==> src/rtl/mem_arbiter_if.sv <==
// Requester and block-RAM side signals of mem_arbiter, grouped as one bus.
// master = requesters plus RAM (testbench/system side), slave = the arbiter.
interface mem_arbiter_if #(
    parameter int DATA_WIDTH = 16,
    parameter int ADDR_WIDTH = 10
);
    logic                  req0;
    logic                  req1;
    logic                  we0;
    logic                  we1;
    logic [ADDR_WIDTH-1:0] addr0;
    logic [ADDR_WIDTH-1:0] addr1;
    logic [DATA_WIDTH-1:0] wdata0;
    logic [DATA_WIDTH-1:0] wdata1;
    logic                  lock0;
    logic                  lock1;
    logic                  gnt0;
    logic                  gnt1;
    logic                  rvalid0;
    logic                  rvalid1;
    logic [DATA_WIDTH-1:0] rdata;
    logic [DATA_WIDTH-1:0] mem_data;
    logic [ADDR_WIDTH-1:0] mem_read_addr;
    logic [ADDR_WIDTH-1:0] mem_write_addr;
    logic                  mem_we;
    logic [DATA_WIDTH-1:0] mem_q;

    modport master (
        output req0, req1, we0, we1, addr0, addr1, wdata0, wdata1, lock0, lock1, mem_q,
        input  gnt0, gnt1, rvalid0, rvalid1, rdata,
        input  mem_data, mem_read_addr, mem_write_addr, mem_we
    );

    modport slave (
        input  req0, req1, we0, we1, addr0, addr1, wdata0, wdata1, lock0, lock1, mem_q,
        output gnt0, gnt1, rvalid0, rvalid1, rdata,
        output mem_data, mem_read_addr, mem_write_addr, mem_we
    );
endinterface

==> src/rtl/mem_arbiter.sv <==
// Two-requester arbiter in front of a shared 16x1024 block RAM with lock ownership.
// Define ARB_ROUND_ROBIN_EN for round-robin arbitration in IDLE; default is fixed r0 priority.
module mem_arbiter #(
    parameter int DATA_WIDTH = 16,
    parameter int ADDR_WIDTH = 10,
    parameter int READ_LAT   = 1
) (
    input logic         clk,
    input logic         reset,
    mem_arbiter_if.slave bus
);

    typedef enum logic [1:0] {
        IDLE,
        OWN0,
        OWN1
    } state_t;

    state_t state;
    state_t state_next;

    logic gnt0;
    logic gnt1;
    logic accept;
    logic cmd_we;
    logic cmd_tag;
    logic [ADDR_WIDTH-1:0] cmd_addr;
    logic [DATA_WIDTH-1:0] cmd_wdata;

    logic                  mem_we_r;
    logic [ADDR_WIDTH-1:0] mem_read_addr_r;
    logic [ADDR_WIDTH-1:0] mem_write_addr_r;
    logic [DATA_WIDTH-1:0] mem_data_r;

    // Stage i holds a read accepted i+1 cycles ago; the last stage lines up with mem_q.
    logic [READ_LAT:0] pipe_valid;
    logic [READ_LAT:0] pipe_tag;

`ifdef ARB_ROUND_ROBIN_EN
    logic ptr;

    always_ff @(posedge clk) begin
        if (reset) begin
            ptr <= 1'b0;
        end else if (gnt0) begin
            ptr <= 1'b1;
        end else if (gnt1) begin
            ptr <= 1'b0;
        end
    end
`endif

    always_ff @(posedge clk) begin
        if (reset) begin
            state <= IDLE;
        end else begin
            state <= state_next;
        end
    end

    // Grants are gated by reset so nothing is accepted in a reset cycle.
    always_comb begin
        gnt0       = 1'b0;
        gnt1       = 1'b0;
        state_next = state;
        if (!reset) begin
            case (state)
                IDLE: begin
`ifdef ARB_ROUND_ROBIN_EN
                    if (bus.req0 && bus.req1) begin
                        gnt0 = ~ptr;
                        gnt1 = ptr;
                    end else begin
                        gnt0 = bus.req0;
                        gnt1 = bus.req1;
                    end
`else
                    gnt0 = bus.req0;
                    gnt1 = bus.req1 & ~bus.req0;
`endif
                    if (gnt0 && bus.lock0) begin
                        state_next = OWN0;
                    end else if (gnt1 && bus.lock1) begin
                        state_next = OWN1;
                    end
                end
                OWN0: begin
                    gnt0 = bus.req0;
                    if (!bus.lock0) begin
                        state_next = IDLE;
                    end
                end
                OWN1: begin
                    gnt1 = bus.req1;
                    if (!bus.lock1) begin
                        state_next = IDLE;
                    end
                end
                default: begin
                    state_next = IDLE;
                end
            endcase
        end
    end

    always_comb begin
        accept    = gnt0 | gnt1;
        cmd_tag   = gnt1;
        cmd_we    = gnt1 ? bus.we1    : bus.we0;
        cmd_addr  = gnt1 ? bus.addr1  : bus.addr0;
        cmd_wdata = gnt1 ? bus.wdata1 : bus.wdata0;
    end

    // Accepted command is presented to the RAM on the following cycle; addresses hold when idle.
    always_ff @(posedge clk) begin
        if (reset) begin
            mem_we_r         <= 1'b0;
            mem_read_addr_r  <= '0;
            mem_write_addr_r <= '0;
            mem_data_r       <= '0;
        end else begin
            mem_we_r <= accept & cmd_we;
            if (accept) begin
                if (cmd_we) begin
                    mem_write_addr_r <= cmd_addr;
                    mem_data_r       <= cmd_wdata;
                end else begin
                    mem_read_addr_r <= cmd_addr;
                end
            end
        end
    end

    always_ff @(posedge clk) begin
        if (reset) begin
            pipe_valid <= '0;
            pipe_tag   <= '0;
        end else begin
            pipe_valid <= {pipe_valid[READ_LAT-1:0], accept & ~cmd_we};
            pipe_tag   <= {pipe_tag[READ_LAT-1:0], cmd_tag};
        end
    end

    assign bus.gnt0           = gnt0;
    assign bus.gnt1           = gnt1;
    assign bus.mem_we         = mem_we_r;
    assign bus.mem_read_addr  = mem_read_addr_r;
    assign bus.mem_write_addr = mem_write_addr_r;
    assign bus.mem_data       = mem_data_r;
    assign bus.rvalid0        = pipe_valid[READ_LAT] & ~pipe_tag[READ_LAT];
    assign bus.rvalid1        = pipe_valid[READ_LAT] & pipe_tag[READ_LAT];
    assign bus.rdata          = pipe_valid[READ_LAT] ? bus.mem_q : '0;

endmodule

==> src/flat_wrapper.sv <==
// flat-port wrapper written by rule: the top's interface ports become plain ports
module mem_arbiter_flat 
#(
    parameter int DATA_WIDTH = 16,
    parameter int ADDR_WIDTH = 10,
    parameter int READ_LAT   = 1
)
  (clk, reset, bus_req0, bus_req1, bus_we0, bus_we1, bus_addr0, bus_addr1, bus_wdata0, bus_wdata1, bus_lock0, bus_lock1, bus_mem_q, bus_gnt0, bus_gnt1, bus_rvalid0, bus_rvalid1, bus_rdata, bus_mem_data, bus_mem_read_addr, bus_mem_write_addr, bus_mem_we);
  mem_arbiter_if #(.DATA_WIDTH(DATA_WIDTH), .ADDR_WIDTH(ADDR_WIDTH)) bus_i ();
  input logic clk;
  input logic reset;
  input wire logic [$bits(bus_i.req0)-1:0] bus_req0;
  input wire logic [$bits(bus_i.req1)-1:0] bus_req1;
  input wire logic [$bits(bus_i.we0)-1:0] bus_we0;
  input wire logic [$bits(bus_i.we1)-1:0] bus_we1;
  input wire logic [$bits(bus_i.addr0)-1:0] bus_addr0;
  input wire logic [$bits(bus_i.addr1)-1:0] bus_addr1;
  input wire logic [$bits(bus_i.wdata0)-1:0] bus_wdata0;
  input wire logic [$bits(bus_i.wdata1)-1:0] bus_wdata1;
  input wire logic [$bits(bus_i.lock0)-1:0] bus_lock0;
  input wire logic [$bits(bus_i.lock1)-1:0] bus_lock1;
  input wire logic [$bits(bus_i.mem_q)-1:0] bus_mem_q;
  output wire logic [$bits(bus_i.gnt0)-1:0] bus_gnt0;
  output wire logic [$bits(bus_i.gnt1)-1:0] bus_gnt1;
  output wire logic [$bits(bus_i.rvalid0)-1:0] bus_rvalid0;
  output wire logic [$bits(bus_i.rvalid1)-1:0] bus_rvalid1;
  output wire logic [$bits(bus_i.rdata)-1:0] bus_rdata;
  output wire logic [$bits(bus_i.mem_data)-1:0] bus_mem_data;
  output wire logic [$bits(bus_i.mem_read_addr)-1:0] bus_mem_read_addr;
  output wire logic [$bits(bus_i.mem_write_addr)-1:0] bus_mem_write_addr;
  output wire logic [$bits(bus_i.mem_we)-1:0] bus_mem_we;
  assign bus_i.req0 = bus_req0;
  assign bus_i.req1 = bus_req1;
  assign bus_i.we0 = bus_we0;
  assign bus_i.we1 = bus_we1;
  assign bus_i.addr0 = bus_addr0;
  assign bus_i.addr1 = bus_addr1;
  assign bus_i.wdata0 = bus_wdata0;
  assign bus_i.wdata1 = bus_wdata1;
  assign bus_i.lock0 = bus_lock0;
  assign bus_i.lock1 = bus_lock1;
  assign bus_i.mem_q = bus_mem_q;
  assign bus_gnt0 = bus_i.gnt0;
  assign bus_gnt1 = bus_i.gnt1;
  assign bus_rvalid0 = bus_i.rvalid0;
  assign bus_rvalid1 = bus_i.rvalid1;
  assign bus_rdata = bus_i.rdata;
  assign bus_mem_data = bus_i.mem_data;
  assign bus_mem_read_addr = bus_i.mem_read_addr;
  assign bus_mem_write_addr = bus_i.mem_write_addr;
  assign bus_mem_we = bus_i.mem_we;
  mem_arbiter #(.DATA_WIDTH(DATA_WIDTH), .ADDR_WIDTH(ADDR_WIDTH), .READ_LAT(READ_LAT)) u_core (.clk(clk), .reset(reset), .bus(bus_i));
endmodule
==> config.mk <==
export PLATFORM = sky130hd
export DESIGN_NAME = mem_arbiter_flat
export DESIGN_NICKNAME = d
export VERILOG_FILES = /design/src/rtl/mem_arbiter_if.sv /design/src/rtl/mem_arbiter.sv /design/src/flat_wrapper.sv
export SDC_FILE = /design/constraint.sdc
export NUM_CORES = 1
export LEC_CHECK = 0
export CAP_MARGIN = 5
export CELL_PAD_IN_SITES_DETAIL_PLACEMENT = 1
export CELL_PAD_IN_SITES_GLOBAL_PLACEMENT = 1
export CORE_UTILIZATION = 26
export CTS_CLUSTER_SIZE = 12
export DETAILED_ROUTE_END_ITERATION = 6
export PLACE_DENSITY_LB_ADDON = 0.12
export SETUP_SLACK_MARGIN = 0.4
export SLEW_MARGIN = 20
export SYNTH_ARGS = -nofsm -noshare
export SYNTH_HDL_FRONTEND = slang
export SYNTH_SLANG_ARGS = --single-unit
export TNS_END_PERCENT = 100
==> constraint.sdc <==
create_clock -name clk -period 2.7 [get_ports clk]
set_input_delay 0.81 -clock clk [delete_from_list [all_inputs] [get_ports clk]]
set_output_delay 0.81 -clock clk [all_outputs]
set_load 0.01 [all_outputs]
### Word-level counts from Yosys, hierarchy flattened

Cells that the tools add are included.

| storage, ports and cells | value |
|---|---|
| register bits after elaboration | 43 |
| input port bits | 76 |
| output and inout port bits | 57 |
| word-level logic and storage cells | 41 |

| cells by class | value |
|---|---|
| equality and inequality tests | 5 |
| muxes and demuxes | 13 |
| bitwise operators | 9 |
| reduce and logical (&&, ||, !) cells | 7 |

Operators with widths:

| operator | count |
|---|---|
| 16-bit two-way mux | 2 |
| 10-bit two-way mux | 1 |
| 2-bit two-way mux | 4 |
| 2-bit one-hot mux with 3 select lines | 1 |
| 1-bit AND | 5 |
| 1-bit two-way mux | 4 |
| 2-bit inequality test, second input constant | 2 |
| 2-bit AND reduction | 2 |
| 3-bit by 1-bit inequality test with 1-bit output, second input constant | 1 |
| 1-bit inverter | 3 |
| 3-bit AND reduction | 1 |
| 2-bit by 1-bit equality test with 1-bit output, second input constant | 1 |
| 2-bit equality test, second input constant | 1 |
| 1-bit logical AND | 2 |
| 2-bit zero test | 1 |
| 1-bit one-hot mux with 2 select lines | 1 |
| 2-bit OR reduction | 1 |
| 1-bit OR | 1 |

### Depth between registers and ports, before layout

Gate-level depths: netlist (run 1).

| logic depth | value |
|---|---|
| depth in word-level cells | 7 |
| depth in mapped cells | 6 |

### Least setup slack after synthesis (run 1)

No wires, ideal clock.

| timing | value |
|---|---|
| path kind | input -> output |
| start | input reset |
| end | output bus_gnt1 |
| arrival | 1783 ps |
| required time | 1890 ps |
| path slack | 107 ps |
| stages | 5 |
| path buffers | 3 |
| cells stage by stage | buf_2 -> or3b_1 -> buf_2 -> clkbuf_1 -> nor2_1 |

| on the way | value |
|---|---|
| longest elaborated chain between the ends | 1 |

Ends and longest elaborated chain:

| element | RTL line | source |
|---|---|---|
| start: declaration | flat_wrapper.sv:11 | `input logic reset;` |
| 1-bit two-way mux | mem_arbiter.sv:66 | `if (!reset) begin` |
| end: declaration | flat_wrapper.sv:24 | `output wire logic [$bits(bus_i.gnt1)-1:0] bus_gnt1;` |

No other way between the ends.

### Worst setup path in the final report (run 1)

Same ends and word-level chain as after synthesis.

==> results of run 1 <==
flip-flops by register name (all words and copies together) (netlist names):
signal	flops
u_core.bus.mem_we	1
u_core.bus.mem_data	16
u_core.pipe_tag	2
u_core.bus.mem_write_addr	10
u_core.bus.mem_read_addr	10
u_core.state	2
u_core.pipe_valid	2
where the power goes:
part | internal, uW | switching, uW | total, uW
registers | 687 | 31.4 | 718
logic | 264 | 212 | 476
clock network | 272 | 230 | 502
total | 1220 | 473 | 1700
worst max-delay path, delay by kind of cell:
kind	cells	cell delay, ps
buffers and inverters	2	200
AND/OR/NAND/NOR	2	520
cells in the final DEF, fill, tap and decap left out, types with 3 or more instances in the layout:
| cell | netlist | routed |
|---|---|---|
| dlygate4sd2_1 | 0 | 15 |
| buf_4 | 1 | 21 |
| buf_2 | 9 | 17 |
| nor2_1 | 4 | 3 |
| nand3_1 | 26 | 26 |
| a211oi_1 | 36 | 36 |
| dfxtp_1 | 43 | 42 |
| and2_1 | 17 | 17 |
| clkdlybuf4s50_1 | 0 | 95 |
| nor2b_1 | 6 | 5 |
| clkbuf_8 | 0 | 5 |
| a311oi_1 | 36 | 36 |
| o21ai_0 | 24 | 24 |
| buf_6 | 4 | 3 |
cell usage after synthesis:
library cell and count:
a211oi_1 36, a21o_1 2, a21oi_1 1, a311oi_1 36
and2_1 17, and3b_1 2, buf_1 1, buf_2 9
buf_4 1, buf_6 4, clkbuf_1 18, dfxtp_1 43
inv_1 1, nand2b_1 1, nand3_1 26, nor2_1 4
nor2b_1 6, nor3b_1 2, nor3b_2 1, nor4b_1 2
o21ai_0 24, o21ai_1 2, or3b_1 1
logic make-up after synthesis:
kind of cell	synth area share [%]
buffers and inverters	8.08
AOI/OAI and AO/OA	34.4
DFF	40.3
and+or+nand+nor	17.2
layout make-up:
cell class	count	area share [%]
repair buffers	153	38.2
multi-input cells	163	31.4
flip-flops and latches	43	23.9
well taps	102	3.52
clock buffers	6	2.00
clock inverters	1	0.829
inverters	1	0.104
metal layers:
metal	routed length, um	GRT usage, %
met3	587	5.25
met2	4210	35.9
met1	3800	25.2
met5	0	0
met4	37	3.85
stage by stage:
| step | worst slack (ps) | cells | total power (uW) |
|---|---|---|---|
| 6_report | 350 | 469 | 1700 |
| 5_1_grt | 326 | 469 | 1780 |
| 4_1_cts | 336 | 468 | 1710 |
| 3_5_place_dp | -479 | 460 | 1220 |
| 3_3_place_gp | -494 | 460 | 1220 |
| 2_1_floorplan | 198 | 240 | 940 |
worst paths after layout:
kind	from	depth (start not counted)	to	slack (ps)
worst min-delay path	u_core.pipe_valid[0]	1	u_core.pipe_valid[1]	450
worst max-delay path	reset	4	bus_gnt1	350
worst min register to register	u_core.pipe_valid[0]	1	u_core.pipe_valid[1]	450
worst max register to register	u_core.state[1]	4	u_core.bus.mem_read_addr[9]	720
what timing repair did:
action                     CTS  global route
setup endpoints to repair   31             4
cloned                       0             0
pin swaps                    1             4
hold buffers                 0             0
gates resized for setup     96             4
buffers inserted             1             1
==> metrics, run 1 <==
fin util=46.1%; clk_lat worst skew=~300 ps; FF+latch count, synth=43; drt via density=5.35; startpoint types=input port; Core Area=7850 um^2; CTS Root Cell=clkbuf_8; placed cell areas=3580 um^2; Final Hold Fails=0; Die Height=92.6 um; post-route clock period utilization=87.0%; worst hold margin=453 ps; CP required=1890 ps; num rows=32; unrepaired setup endpoints after global routing=yes; Layout Skew=7.67 ps; multi-input logic area=roughly 1100 um^2; register area share after synthesis=40.3%; area of the die=8580 um^2; antenna-violating nets left=0; global placement routability congestion=0.719; Avg Inst Size Synth=8.90 um^2; Post-Syn Area=2140 um^2; CP most frequent cell=buf_6; crit-path cells=buf_6, or3b_4, nor2_4, buf_6; vias in the first global route=approximately 2600; FF/Latch Area=between 800 and 900 um^2; Longest Clk Path Bufs=2; CTS tree=done; post-route setup TNS=0 ps; critical path endpoint category=output port; per-cell routed wire length=approximately 18 um; Net Count, Synth=316; final global-route overflow total=0; Synth area leaders=dfxtp_1 (40%), a311oi_1 (15%), a211oi_1 (13%); buffers added on ports=132; Slew Viols, Final=0; Final nets=443; Area Growth Syn to Fin=69.5%; Die Wd=roughly 93 um; Yosys top cell area share=40.3%; Tmin final=about 2300 ps; Setup CP Type=input port to output port; Via Count=2507; Fmax=around 0.43 GHz; Max-Cap Viols=0; # DRC=0; # fillers=935; distinct cell type count after synthesis=23; slew margin rel.=54.7%; layout cells sized above 1=approximately 15%; GRT Resource Usage Total=20.4%; Worst-path clk slew=90 ps; I/O pin cnt=133; H-tree levels=2; Gate Count Post-Synth=240; Finish-stage setup viols=0; min-delay worst type=flip-flop to flip-flop; Ys Warns=0; WL final=between 8 and 9 mm; worst slew pin tran=680 ps; TritonRoute pass-1 iters=4; VDD IR max=0.183 mV; clk sinks=43; status=complete, no violations; delay of the slowest cell on the worst path=roughly 380 ps; DRT iter0 DRCs=63; initial antenna violation count=0; maximum fanout along the worst path=2; Slowest-stage cell, CP=or3b_4; static leakage=0.00134 uW; hpwl dp=5.80 mm; CTS Buf Count=5; final instance area=3620 um^2; Initial Util=27.2%; Yosys top cell by area=dfxtp_1; global-route wire length before repair=13.7 mm; ANT cells=0; power per standard cell area=468 nW/um^2; CP arrival=1540 ps; largest net degree at the start of global routing=65
Note: power is estimated with default switching activity, not from simulation.
==> run 2, diff against run 1 <==
CAP_MARGIN = 15   (was 5)
==> results of run 2 <==
Same layout as run 1: the final DEF is identical, and so are final timing and power.
==> run 3, diff against run 2 <==
CTS_BUF_LIST = sky130_fd_sc_hd__clkbuf_4 sky130_fd_sc_hd__clkbuf_8 sky130_fd_sc_hd__clkbuf_16   (was unset)
TNS_END_PERCENT = unset   (was 100)
==> metrics, run 3 (synthesis gave the netlist of run 1 again) <==
Setup CP Type=input port to output port; H-tree levels=2; clk sinks=43; per-cell routed wire length=18.4 um; P_sw=approximately 470 uW; Final nets=between 400 and 500; Final Hold Fails=0; Tmin final=2350 ps; Critical path buffers and inverters=2; I/O pin cnt=133; Longest Clk Path Bufs=2; area of the die=8580 um^2; DRT iter0 DRCs=66; layout cells sized above 1=15.3%; Slowest-stage cell, CP=or3b_4; status=complete, no violations; # DRC=0; Die Wd=92.6 um; Clock power frac=30.1%; Initial Util=27.2%; hpwl dp=5.80 mm; power per standard cell area=471 nW/um^2; CTS Buf Count=5; Fmax=0.426 GHz; delay-heaviest family, CP=simple AND/OR/NAND/NOR gates; Slew Viols, Final=0; # hold bufs at CTS=0; startpoint types=input port; antenna-violating nets left=0; initial antenna violation count=0; Internal Pwr Total=1230 uW; most frequent cells in the layout=clkdlybuf4s50_1 (95), dfxtp_1 (42), a211oi_1 (36), a311oi_1 (36), nand3_1 (26); vias in the first global route=2590; slew margin rel.=54.6%; buffers added on ports=132; Via Count=2510; clk_lat worst skew=~300 ps; Core Area=7850 um^2; crit-path cells=buf_6, or3b_4, nor2_4, buf_6; max reg flops=16; Max-Cap Viols=0; Finish-stage setup viols=0; R2R setup slack=720 ps; CTS Root Cell=clkbuf_8; final global-route overflow total=0; combinational power share=between 20% and 30%; critical path endpoint category=output port; WL final=8.64 mm; post-route clock period utilization=87.0%; Layout Skew=around 7.6 ps; CP arrival=1540 ps; CP required=1890 ps; worst slew pin tran=between 600 and 700 ps; num rows=32; unrepaired setup endpoints after global routing=yes; min-delay worst type=flip-flop to flip-flop; Sw Ratio=27.8%; Area Growth Syn to Fin=69.7%; drt via density=5.35; VDD IR max=0.183 mV; static leakage=0.00134 uW; # fillers=934; Pwr Total=1710 uW; TritonRoute pass-1 iters=4; Sequential Power Share=42.1%; global placement routability congestion=approximately 0.7; CP most frequent cell=buf_6; most common cell after layout, fill and taps aside=clkdlybuf4s50_1; Worst-path clk slew=90 ps; post-route setup TNS=0 ps; maximum fanout along the worst path=2; delay of the slowest cell on the worst path=between 300 and 400 ps; largest net degree at the start of global routing=65; ANT cells=0; global-route wire length before repair=13.7 mm; GRT Resource Usage Total=20.4%; Die Height=92.6 um; CTS tree=done
## run 3: through the flow
| step | setup WS [ps] | utilization (%) | std cells | area, um^2 | hold WS (ps) |
|---|---|---|---|---|---|
| detailed placement | -479 | 45.6 | 460 | 3580 | 437 |
| CTS | 336 | 45.9 | 468 | 3600 | 458 |
| global route | 326 | 46.2 | 469 | 3620 | 465 |
| finish | 350 | 46.2 | 469 | 3620 | 453 |
| global placement | -494 | 45.6 | 460 | 3580 | 419 |
| floorplan | 198 | - | 240 | 2170 | 414 |
## run 3: worst paths after layout
| check | depth (start not counted) | endpoint | start |
|---|---|---|---|
| setup / recovery | 4 | bus_gnt1 | reset |
| hold / removal | 1 | u_core.pipe_valid[1] | u_core.pipe_valid[0] |
| setup reg to reg | 4 | u_core.bus.mem_read_addr[9] | u_core.state[1] |
| hold reg to reg | 1 | u_core.pipe_valid[1] | u_core.pipe_valid[0] |
## run 3: routing by layer
| metal | GRT usage (%) | part of all wire (%) | vias to the layer above | wire (um) |
|---|---|---|---|---|
| met5 | 0 | 0 | - | 0 |
| met4 | 3.85 | 0.43 | 0 | 37 |
| met2 | 35.9 | 49 | 86 | 4210 |
| met1 | 25.2 | 44 | 1223 | 3810 |
| li1 | - | - | 1197 | - |
| met3 | 5.25 | 6.9 | 4 | 593 |
## run 3: timing repair
| action | in CTS | in global routing |
|---|---|---|
| setup endpoints to repair | 31 | 4 |
| resized for setup | 96 | 4 |
| setup buffers | 1 | 1 |
| pin swaps | 1 | 4 |
## run 3: final cells by class
type	count	area, um^2	share of cell area [%]
Sequential cell	43	865	23.9
Inverter	1	3.75	0.104
Timing Repair Buffer	153	1380	38.2
Multi-Input combinational cell	163	1140	31.4
Tap cell	102	128	3.52
Clock inverter	1	30.0	0.828
Clock buffer	6	76.3	2.11
## run 3: power groups by stage
stage | logic, uW | clock network, uW | registers [uW]
final | 476 | 513 | 718
after global routing | 515 | 547 | 725
after CTS | 479 | 523 | 719
after detailed placement | 488 | 0 | 734
after global placement | 482 | 0 | 733
after floorplan | 189 | 0 | 751
